<file path="src/rtl/cpu_sequencer.sv">
// Multi-cycle instruction sequencer: fetch/decode/execute/memory/writeback control with
// memory wait-state supervision and a retired-instruction counter.
module cpu_sequencer #(
  parameter int unsigned TIMEOUT = 15,
  parameter int unsigned CNT_W   = 32
) (
  input  logic             clk_i,
  input  logic             rst_ni,
  output logic             imem_req_o,
  input  logic             imem_ready_i,
  input  logic [31:0]      imem_rdata_i,
  output logic             ir_en_o,
  output logic             pc_en_o,
  output logic [3:0]       alu_op_o,
  output logic             dmem_read_o,
  output logic             dmem_write_o,
  input  logic             dmem_ready_i,
  output logic             reg_write_o,
  output logic [2:0]       state_o,
  output logic             halted_o,
  output logic             illegal_o,
  output logic             bus_err_o,
  output logic [CNT_W-1:0] retired_o
);

  typedef enum logic [2:0] {
    StFetch  = 3'd0,
    StDecode = 3'd1,
    StExec   = 3'd2,
    StMem    = 3'd3,
    StWb     = 3'd4,
    StHalt   = 3'd7
  } state_e;

  localparam logic [6:0] OpLoad   = 7'b0000000;
  localparam logic [6:0] OpAddi   = 7'b0010011;
  localparam logic [6:0] OpStore  = 7'b1111111;
  localparam logic [3:0] AluAdd   = 4'b0000;
  localparam logic [7:0] TimerMax = 8'(TIMEOUT - 1);

  state_e           state_q, state_d;
  logic [6:0]       opcode_q, opcode_d;
  logic [7:0]       timer_q, timer_d;
  logic [CNT_W-1:0] retired_q, retired_d;
  logic             illegal_q, illegal_d;
  logic             bus_err_q, bus_err_d;
  logic             retire;
  logic             is_load, is_store, is_known;
  logic             unused_rdata;

  assign unused_rdata = ^imem_rdata_i[31:7];
  assign is_load      = (opcode_q == OpLoad);
  assign is_store     = (opcode_q == OpStore);
  assign is_known     = opcode_q inside {OpLoad, OpAddi, OpStore};

  always_ff @(posedge clk_i) begin
    if (!rst_ni) begin
      state_q <= StFetch;
    end else begin
      state_q <= state_d;
    end
  end

  always_ff @(posedge clk_i) begin
    if (!rst_ni) begin
      opcode_q  <= '0;
      timer_q   <= '0;
      retired_q <= '0;
      illegal_q <= 1'b0;
      bus_err_q <= 1'b0;
    end else begin
      opcode_q  <= opcode_d;
      timer_q   <= timer_d;
      retired_q <= retired_d;
      illegal_q <= illegal_d;
      bus_err_q <= bus_err_d;
    end
  end

  // Timer only counts while stalled in FETCH/MEM, so it is zero on every entry to them.
  always_comb begin
    state_d   = state_q;
    opcode_d  = opcode_q;
    timer_d   = '0;
    illegal_d = illegal_q;
    bus_err_d = bus_err_q;
    retire    = 1'b0;
    case (state_q)
      StFetch: begin
        if (imem_ready_i) begin
          opcode_d = imem_rdata_i[6:0];
          state_d  = StDecode;
        end else if (timer_q == TimerMax) begin
          bus_err_d = 1'b1;
          state_d   = StHalt;
        end else begin
          timer_d = timer_q + 8'd1;
        end
      end
      StDecode: begin
        if (is_known) begin
          state_d = StExec;
        end else begin
          illegal_d = 1'b1;
          state_d   = StHalt;
        end
      end
      StExec: state_d = (opcode_q == OpAddi) ? StWb : StMem;
      StMem: begin
        if (dmem_ready_i) begin
          if (is_store) begin
            retire  = 1'b1;
            state_d = StFetch;
          end else begin
            state_d = StWb;
          end
        end else if (timer_q == TimerMax) begin
          bus_err_d = 1'b1;
          state_d   = StHalt;
        end else begin
          timer_d = timer_q + 8'd1;
        end
      end
      StWb: begin
        retire  = 1'b1;
        state_d = StFetch;
      end
      StHalt:  state_d = StHalt;
      default: state_d = StFetch;
    endcase
    retired_d = retired_q + CNT_W'(retire);
  end

  always_comb begin
    imem_req_o   = 1'b0;
    ir_en_o      = 1'b0;
    pc_en_o      = 1'b0;
    dmem_read_o  = 1'b0;
    dmem_write_o = 1'b0;
    reg_write_o  = 1'b0;
    halted_o     = 1'b0;
    alu_op_o     = AluAdd;
    if (rst_ni) begin
      case (state_q)
        StFetch: begin
          imem_req_o = 1'b1;
          ir_en_o    = imem_ready_i;
        end
        StMem: begin
          dmem_read_o  = is_load;
          dmem_write_o = is_store;
          pc_en_o      = is_store & dmem_ready_i;
        end
        StWb: begin
          reg_write_o = 1'b1;
          pc_en_o     = 1'b1;
        end
        StHalt:  halted_o = 1'b1;
        default: ;
      endcase
    end
  end

  assign state_o   = state_q;
  assign illegal_o = illegal_q;
  assign bus_err_o = bus_err_q;
  assign retired_o = retired_q;

endmodule
</file>
<file path="config.mk">
export PLATFORM = sky130hd
export DESIGN_NAME = cpu_sequencer
export DESIGN_NICKNAME = d
export VERILOG_FILES = /design/src/rtl/cpu_sequencer.sv
export SDC_FILE = /design/constraint.sdc
export NUM_CORES = 1
export LEC_CHECK = 0
export ABC_AREA = 1
export ABC_CLOCK_PERIOD_IN_PS = 2000
export BUFFER_PORTS_ARGS = -buffer_cell sky130_fd_sc_hd__buf_2
export CORE_ASPECT_RATIO = 0.5
export CORE_MARGIN = 5
export CORE_UTILIZATION = 46
export DETAILED_ROUTE_END_ITERATION = 10
export GPL_TIMING_DRIVEN = 1
export HOLD_SLACK_MARGIN = 0.12
export PLACE_DENSITY = 0.76
export SETUP_SLACK_MARGIN = 0.05
export SKIP_CTS_REPAIR_TIMING = 1
export SLEW_MARGIN = 20
export SYNTH_ARGS = -nofsm -noshare
export SYNTH_HDL_FRONTEND = slang
export SYNTH_SLANG_ARGS = --single-unit
</file>
<file path="constraint.sdc">
create_clock -name clk_i -period 2 [get_ports clk_i]
set_input_delay 0 -clock clk_i [delete_from_list [all_inputs] [get_ports clk_i]]
set_output_delay 0 -clock clk_i [all_outputs]
set_load 0.01 [all_outputs]
</file>
Yosys cells after proc, flatten, opt, wreduce, memory -nomap -nowiden

Cells that the tools add are included.

Register bits after elaboration: 52
Input port bits: 36
Output and inout port bits: 48
Logic and storage cells: 59

Add/subtract/negate cells: 2
Eq/ne operators: 10
Muxes and demuxes: 32
Bitwise operators: 2
Reduce and logical (&&, ||, !) cells: 7

Operators by type and width:

| operator                                            | number |
|---|---|
| adder 32 x 1 -> 32 bit                              | 1 |
| 2-to-1 mux 8 bit                                    | 3 |
| 2-to-1 mux 1 bit                                    | 18 |
| 2-to-1 mux 3 bit                                    | 6 |
| case mux 8 bit (2 select lines)                     | 1 |
| case mux 3 bit (5 select lines)                     | 1 |
| adder 8 x 1 -> 8 bit, second input constant         | 1 |
| equality test 8 x 4 -> 1 bit, second input constant | 1 |
| equality test 7 x 5 -> 1 bit, second input constant | 1 |
| equality test 7 bit, second input constant          | 1 |
| zero test 7 bit                                     | 1 |
| equality test 3 x 2 -> 1 bit, second input constant | 2 |
| equality test 3 bit, second input constant          | 2 |
| case mux 1 bit (2 select lines)                     | 3 |
| != test 2 bit, second input constant                | 2 |
| AND reduction 2 bit                                 | 2 |
| equality test 3 x 1 -> 1 bit, second input constant | 1 |
| zero test 3 bit                                     | 1 |
| AND reduction 3 bit                                 | 1 |
| nonzero test 3 bit                                  | 1 |
| nonzero test 2 bit                                  | 1 |
| bitwise AND 1 bit                                   | 1 |
| inverter 1 bit                                      | 1 |

Depth between registers and ports, before layout

Gate-level depths: netlist of run 1.

Depth after elaboration: 5
Depth in mapped cells: 15
Gate-level depth less buffers: 15

Least setup slack after synthesis of run 1

No wires, ideal clock.

Kind: flip-flop to flip-flop
From: reg state_q[0], in the netlist state_o[0]
To: reg retired_q[16], in the netlist retired_o[16]
Setup time: 119 ps
Arrival time: 2038 ps
Data required time: 1881 ps
Slack: -157 ps
Cell stages (with the launch flop): 14
Path buffers: 0
Period minus slack after synthesis: 2157 ps
Cells stage by stage: dfxtp_1 nand2_1 nor2_1 nand3_1 nand2_1 ha_1 ha_1 nand2_2 nor2_4 nand2_1 inv_1 nand3_1 o21ai_0 a21oi_1

Longest elaborated chain between the ends: 3
Elaborated cells between the ends (all ways): 4
Classes of those cells: add/sub (1); eq/ne (2); mux (1)

Ends and longest elaborated chain:

| item                                                                       | RTL line | RTL |
|---|---|---|
| start: declaration                                                         | 41       | `state_e state_q, state_d;` |
| start signal: assignment                                                   | 58       | `state_q <= StFetch;` |
| start signal: assignment                                                   | 60       | `state_q <= state_d;` |
| equality test 3 bit / equality test 3 x 2 -> 1 bit (equally long branches) | 88       | `case (state_q)` |
| case mux 1 bit (2 select lines) (*)                                        | 88       |  |
| adder 32 x 1 -> 32 bit (*)                                                 | 131      | `retired_d = retired_q + CNT_W'(retire);` |
| end signal: assignment                                                     | 74       | `retired_q <= retired_d;` |
| end: declaration                                                           | 44       | `logic [CNT_W-1:0] retired_q, retired_d;` |

Mark *: on every way between the ends. The rest lies on a longest branch, timed or not.
A chain may end at the register's enable or synchronous reset.

Worst setup path in the final report of run 1

From: reg opcode_q[4]
To: reg retired_q[16], in the netlist retired_o[16]

Longest elaborated chain between the ends: 5

Ends and longest elaborated chain:

| item                            | RTL line | RTL |
|---|---|---|
| start: declaration              | 42       | `logic [6:0] opcode_q, opcode_d;` |
| start signal: assignment        | 72       | `opcode_q <= opcode_d;` |
| equality test 7 bit             | 53       | `assign is_store = (opcode_q == OpStore);` |
| 2-to-1 mux 1 bit                | 111      | `if (is_store) begin` |
| 2-to-1 mux 1 bit                | 110      | `if (dmem_ready_i) begin` |
| case mux 1 bit (2 select lines) | 88       |  |
| adder 32 x 1 -> 32 bit          | 131      |  |

Every way passes these cells.

==> metrics.txt, run 1 <==
Synth Instances 420; drt wl/cell between 10 and 15 um; Clock Latency Late Sink between 0.2 and 0.3 ns; vias in the first global route approximately 2,600; first-pass GRT wire length between 10,000 and 15,000 um; global route overflow 0; Hold Path Origin dmem_ready_i; drc violations 0; Setup WS pre-CTS -0.0106 ns; Die H 64.9 um; fin. max-slew vios 0; worst setup margin 0.133 ns; Max Fclk 535 MHz; Port-buffer cells 54; CTS buffer count 5; register area share after synthesis about 38%; routability congestion estimate from global placement 0.864; initial antenna violation count 0; CTS max path bufs 2; io pins 84; synthesized cell area 2770 um^2; Leak Pwr between 0.001 and 0.0015 uW; final period utilization 93.4%; cell depth of the worst flop-to-flop path 15; Worst VDD drop between 600 and 700 uV; critical path fanouts, max 5; Total GRT Usage 17.5%; H-tree levels 2; Critical R2R Launch opcode_q[4]; PwrDens 803 nW/um^2; Period minus WS final between 1.5 and 2 ns; R2R Path End retired_o[16]; hold path cells 6; cell row count 20; crit path kind reg -> reg; drt pass-1 iters 5; Post-synth EDFFs 0; warnings from Yosys 0; share of cells above drive strength 1 23.6%; Worst setup EP type flop; Startpoint Class flop; diode count 0; die extent in x between 100 and 150 um; vias around 2,900; endpoints failing setup 0; CTS tree done; Worst Path Arrival 2.05 ns; max cap viols 0; Avg Inst Size Synth 6.60 um^2; RSZ-0062 raised after global routing yes; Total Power 2890 uW; Detail Placement HPWL 5080 um; Distinct cells, synth 28; r2r setup slk 0.13 ns; Hold EP state_o[2]; core footprint 5960 um^2; pin count of the biggest net entering global routing 24; Vias/cell ~5; Min-Delay Path Class in -> reg; Final nets approximately 540; Antenna Nets Post-Route 0; Async S/R FF share, synth 0%; Final Skew roughly 0.0024 ns; initial core utilization between 40 and 50%; initial DRC count 137; Yosys reg bits 52; Num Clock Sinks 52; Clock Pin Slew Worst Setup and Hold Paths approximately 0.07 ns; P&R area growth vs syn 29.6%; CP required 2.18 ns; status complete, no violations; root buf cell clkbuf_16; Main synth FF type dfxtp_1; Final Hold Viols 0; total wire length 7120 um; Die ar. 7780 um^2
==> worst max-delay path by stage <==
stage                           start             to  slack [ns]  depth (start not counted)
after floorplan           opcode_q[1]  retired_o[16]        0.07                         15
after global placement    opcode_q[6]  retired_o[16]        0.04                         15
after detailed placement  opcode_q[6]  retired_o[16]       -0.01                         15
after CTS                 opcode_q[6]  retired_o[16]       -0.05                         15
after global routing      opcode_q[6]  retired_o[12]        0.02                         15
final                     opcode_q[4]  retired_o[16]        0.13                         15
==> cells in the final DEF, fill, tap and decap left out, types with 2 or more instances in the layout <==
master           n
buf_2           54
o21ai_0          7
clkinv_2         2
dfxtp_2          8
clkbuf_16        5
nor3_1           3
nand4_1          2
conb_1           4
xor2_1           8
xnor2_1          2
nand3_1         19
ha_1             2
nor2_4          11
dlygate4sd3_1   13
inv_1           30
dfxtp_1         44
nand3b_1        13
nand2_4          2
buf_4           16
nand2_2          8
nand2_1        113
inv_2            6
ha_4             2
a21oi_1         35
nor2_1          83
o21ai_1          2
==> worst max-delay path, cell delays in order, from the launching register on <==
cell and delay (ns):
dfxtp_2 0.34, nand2_2 0.06, nor2_4 0.13, nand2_2 0.07
inv_2 0.06, nand3_2 0.07, nand2_2 0.09, ha_4 0.16
ha_4 0.17, nand2_4 0.06, nor2_4 0.15, nand2_2 0.08
inv_2 0.07, nand3_1 0.08, o21ai_1 0.13, a21oi_1 0.06
==> synth_stat cells, drive strengths merged, types with 2 or more instances <==
cell,number,area (um^2)
a21oi,35,175
buf,5,37.5
clkbuf,5,18.8
dfxtp,52,1040
ha,4,50.1
inv,36,135
nand2,123,477
nand3,21,110
nand3b,13,97.6
nand4,2,12.5
nor2,95,409
nor3,3,15.0
o21ai,9,45.0
xnor2,2,17.5
xor2,8,70.1
==> kinds of logic (layout without fill, tap and decap cells) <==
logic type / after synthesis / in the layout / share of synthesized area (%)
flip-flops: 52 / 52 / 37.5
other: 1 / 4 / 0.135
adder cells (fa/ha/maj): 4 / 4 / 1.80
buffers and inverters: 47 / 128 / 7.04
AND/OR/NAND/NOR: 258 / 258 / 40.6
XOR/XNOR: 10 / 10 / 3.16
AO/OA/AOI/OAI: 48 / 48 / 9.70
==> power by group <==
part           internal, uW  switching [uW]
Combinational           310             489
Sequential             1130            81.6
Clock                   494             380
Total                  1940             950
==> sequential cells by signal, indices dropped and copies added, names as in the netlist <==
signal,flops
retired_o,32
timer_q,8
opcode_q,7
state_o,3
bus_err_o,1
illegal_o,1
==> stage by stage <==
stage	area [um^2]	hold slack (ns)	setup TNS, ns	util, %	instances
after floorplan	2810	0.124	0	-	423
after global placement	3220	0.278	0	54.0	557
after detailed placement	3220	0.276	-0.0106	54.0	557
after CTS	3360	-0.0316	-0.0728	56.5	565
after global routing	3590	0.208	0	60.4	581
final	3590	0.196	0	60.4	581
==> area by class of cell <==
class | count | area [um^2]
clock buffers | 6 | 139
clock inverters | 2 | 10.0
fillers | 587 | 2360
inverters | 37 | 139
multi-input cells | 324 | 1640
flip-flops and latches | 52 | 1050
well taps | 77 | 96.3
repair buffers | 83 | 520
==> routing by layer <==
| layer | vias up | track usage (%) | wire, um | part of all wire [%] |
|---|---|---|---|---|
| met5 | - | 0 | 0 | 0 |
| met4 | 0 | 4.71 | 54 | 0.76 |
| met3 | 5 | 3.57 | 331 | 4.6 |
| met2 | 59 | 31.2 | 3480 | 49 |
| met1 | 1299 | 21.7 | 3260 | 46 |
| li1 | 1490 | - | - | - |
No activity file was read; power rests on OpenSTA's default activity.
==> run 2, diff against run 1 <==
==> config.mk (replaced) <==
export PLATFORM = sky130hd
export DESIGN_NAME = cpu_sequencer
export DESIGN_NICKNAME = d
export VERILOG_FILES = /design/src/rtl/cpu_sequencer.sv
export SDC_FILE = /design/constraint.sdc
export NUM_CORES = 1
export LEC_CHECK = 0
export ABC_AREA = 1
export ABC_CLOCK_PERIOD_IN_PS = 1900
export BUFFER_PORTS_ARGS = -buffer_cell sky130_fd_sc_hd__buf_2
export CORE_ASPECT_RATIO = 0.5
export CORE_MARGIN = 5
export CORE_UTILIZATION = 51
export DETAILED_ROUTE_END_ITERATION = 10
export GPL_TIMING_DRIVEN = 1
export HOLD_SLACK_MARGIN = 0.12
export PLACE_DENSITY = 0.79
export SETUP_SLACK_MARGIN = 0.05
export SKIP_CTS_REPAIR_TIMING = 1
export SLEW_MARGIN = 0
export SYNTH_ARGS = -nofsm -noshare
export SYNTH_HDL_FRONTEND = slang
export SYNTH_SLANG_ARGS = --single-unit
==> constraint.sdc (replaced) <==
create_clock -name clk_i -period 1.9 [get_ports clk_i]
set_input_delay 0 -clock clk_i [delete_from_list [all_inputs] [get_ports clk_i]]
set_output_delay 0 -clock clk_i [all_outputs]
set_load 0.01 [all_outputs]
==> run 2 against run 1 <==
Against the previous run:
- global-route usage up 1.6 points
- combinational power grew 2%
- power shrank 4.6%
- clock skew is 0.0051 ns higher
- setup slack worse by 0.042 ns
- core utilization up 5.1 points
- register-to-register slack worse by 0.04 ns
- first-iteration DRC count is 0.73% lower
- fmax increased by 3.2%
- die area down 8.7%
- largest power group unchanged
==> metrics.txt, run 2 (synthesized netlist as in run 1, its figures left out) <==
Final Skew 0.00753 ns; most frequent cells in the layout 112 x nand2_1, 83 x nor2_1, 54 x buf_2; pin count of the biggest net entering global routing 24; Worst Path Arrival approximately 2 ns; share of cells above drive strength 1 24.6%; routability congestion estimate from global placement 0.944; Vias/cell 4.97; PwrDens 783 nW/um^2; Total GRT Usage 19.1%; die extent in x 114 um; Antenna Nets Post-Route 0; Die ar. between 7000 and 8000 um^2; Num Clock Sinks 52; final period utilization roughly 95%; Clock Latency Late Sink 0.30 ns; Worst VDD drop 641 uV; drt wl/cell roughly 12 um; Final Hold Viols 0; max FFs per register 32; core footprint 5370 um^2; vias in the first global route 2,435; critical path fanouts, max 7; initial DRC count about 140; most common cell after layout, fill and taps aside nand2_1; Startpoint Class flop; Detail Placement HPWL 5070 um; worst setup margin 0.0905 ns; initial antenna violation count 0; H-tree levels 2; first-pass GRT wire length 11,300 um; vias 2,855; total wire length 6930 um; Worst setup EP type flop; CTS tree done; io pins 84; cell row count 19; Clock Pin Slew Worst Setup and Hold Paths 0.09 ns; max cap viols 0; drc violations 0; Max Fclk between 500 and 600 MHz; RSZ-0062 raised after global routing yes; Final Non-Filler Cells 574; drt pass-1 iters 5; root buf cell clkbuf_8; Port-buffer cells 54; endpoints failing setup 0; Min-Delay Path Class in -> reg; fin. max-slew vios 0; global route overflow 0; P&R area growth vs syn 26.7%; status complete, no violations; diode count 0; post-layout util 65.4%; CTS max path bufs 2; Leak Pwr 0.00143 uW; placed cells 553; Die H 62.2 um; Final nets 540; CTS buffer count 5; CP required ~2.1 ns; Setup WS pre-CTS -0.0473 ns; crit path kind reg -> reg; initial core utilization 51.6%; Period minus WS final approximately 1.8 ns
[run 2: worst paths after layout]
kind	cells past startpoint	from	end	slack, ns
setup / recovery	13	opcode_q[6]	retired_o[25]	0.09
hold / removal	6	dmem_ready_i	state_o[2]	0.17
setup reg to reg	13	opcode_q[6]	retired_o[25]	0.09
hold reg to reg	2	illegal_o	illegal_o	0.46
[run 2: through the flow]
stage	hold WS (ns)	total power (uW)	setup TNS, ns	area, um^2
after floorplan	0.124	1830	0	2830
after global placement	0.270	2050	-0.00268	3230
after detailed placement	0.271	2060	-0.0977	3230
after CTS	-0.0462	2700	-0.293	3320
after global routing	0.194	2930	-0.418	3520
final	0.167	2750	0	3520
[run 2: layout make-up]
type | instances | area, um^2
Fill cell | 514 | 1860
Multi-Input combinational cell | 324 | 1640
Sequential cell | 52 | 1060
Timing Repair Buffer | 80 | 493
Inverter | 37 | 139
Tap cell | 73 | 91.3
Clock buffer | 6 | 82.6
Clock inverter | 2 | 10.0
[run 2: critical path, cell delays in order, from the launching register on]
cell      delay, ns
dfxtp_2        0.35
inv_2          0.04
nor2_2         0.14
nand2_2        0.07
inv_2          0.06
nand3_2        0.07
nand2_2        0.09
ha_4           0.14
nand3_2        0.17
inv_2          0.14
nand2_4        0.11
nor2_4         0.14
nand3b_1       0.09
a21oi_1        0.14
[run 2: layer usage]
metal	global-route usage (%)	routed length, um	vias to the layer above
met4	3.85	77	0
met2	31.2	3200	87
met3	3.59	437	8
met1	26.3	3220	1280
li1	-	-	1480
met5	0	0	-
[run 2: report_power, final]
part / internal, uW / switching [uW]
logic: 311 / 504
registers: 1200 / 85.7
clock network: 292 / 361
total: 1800 / 950
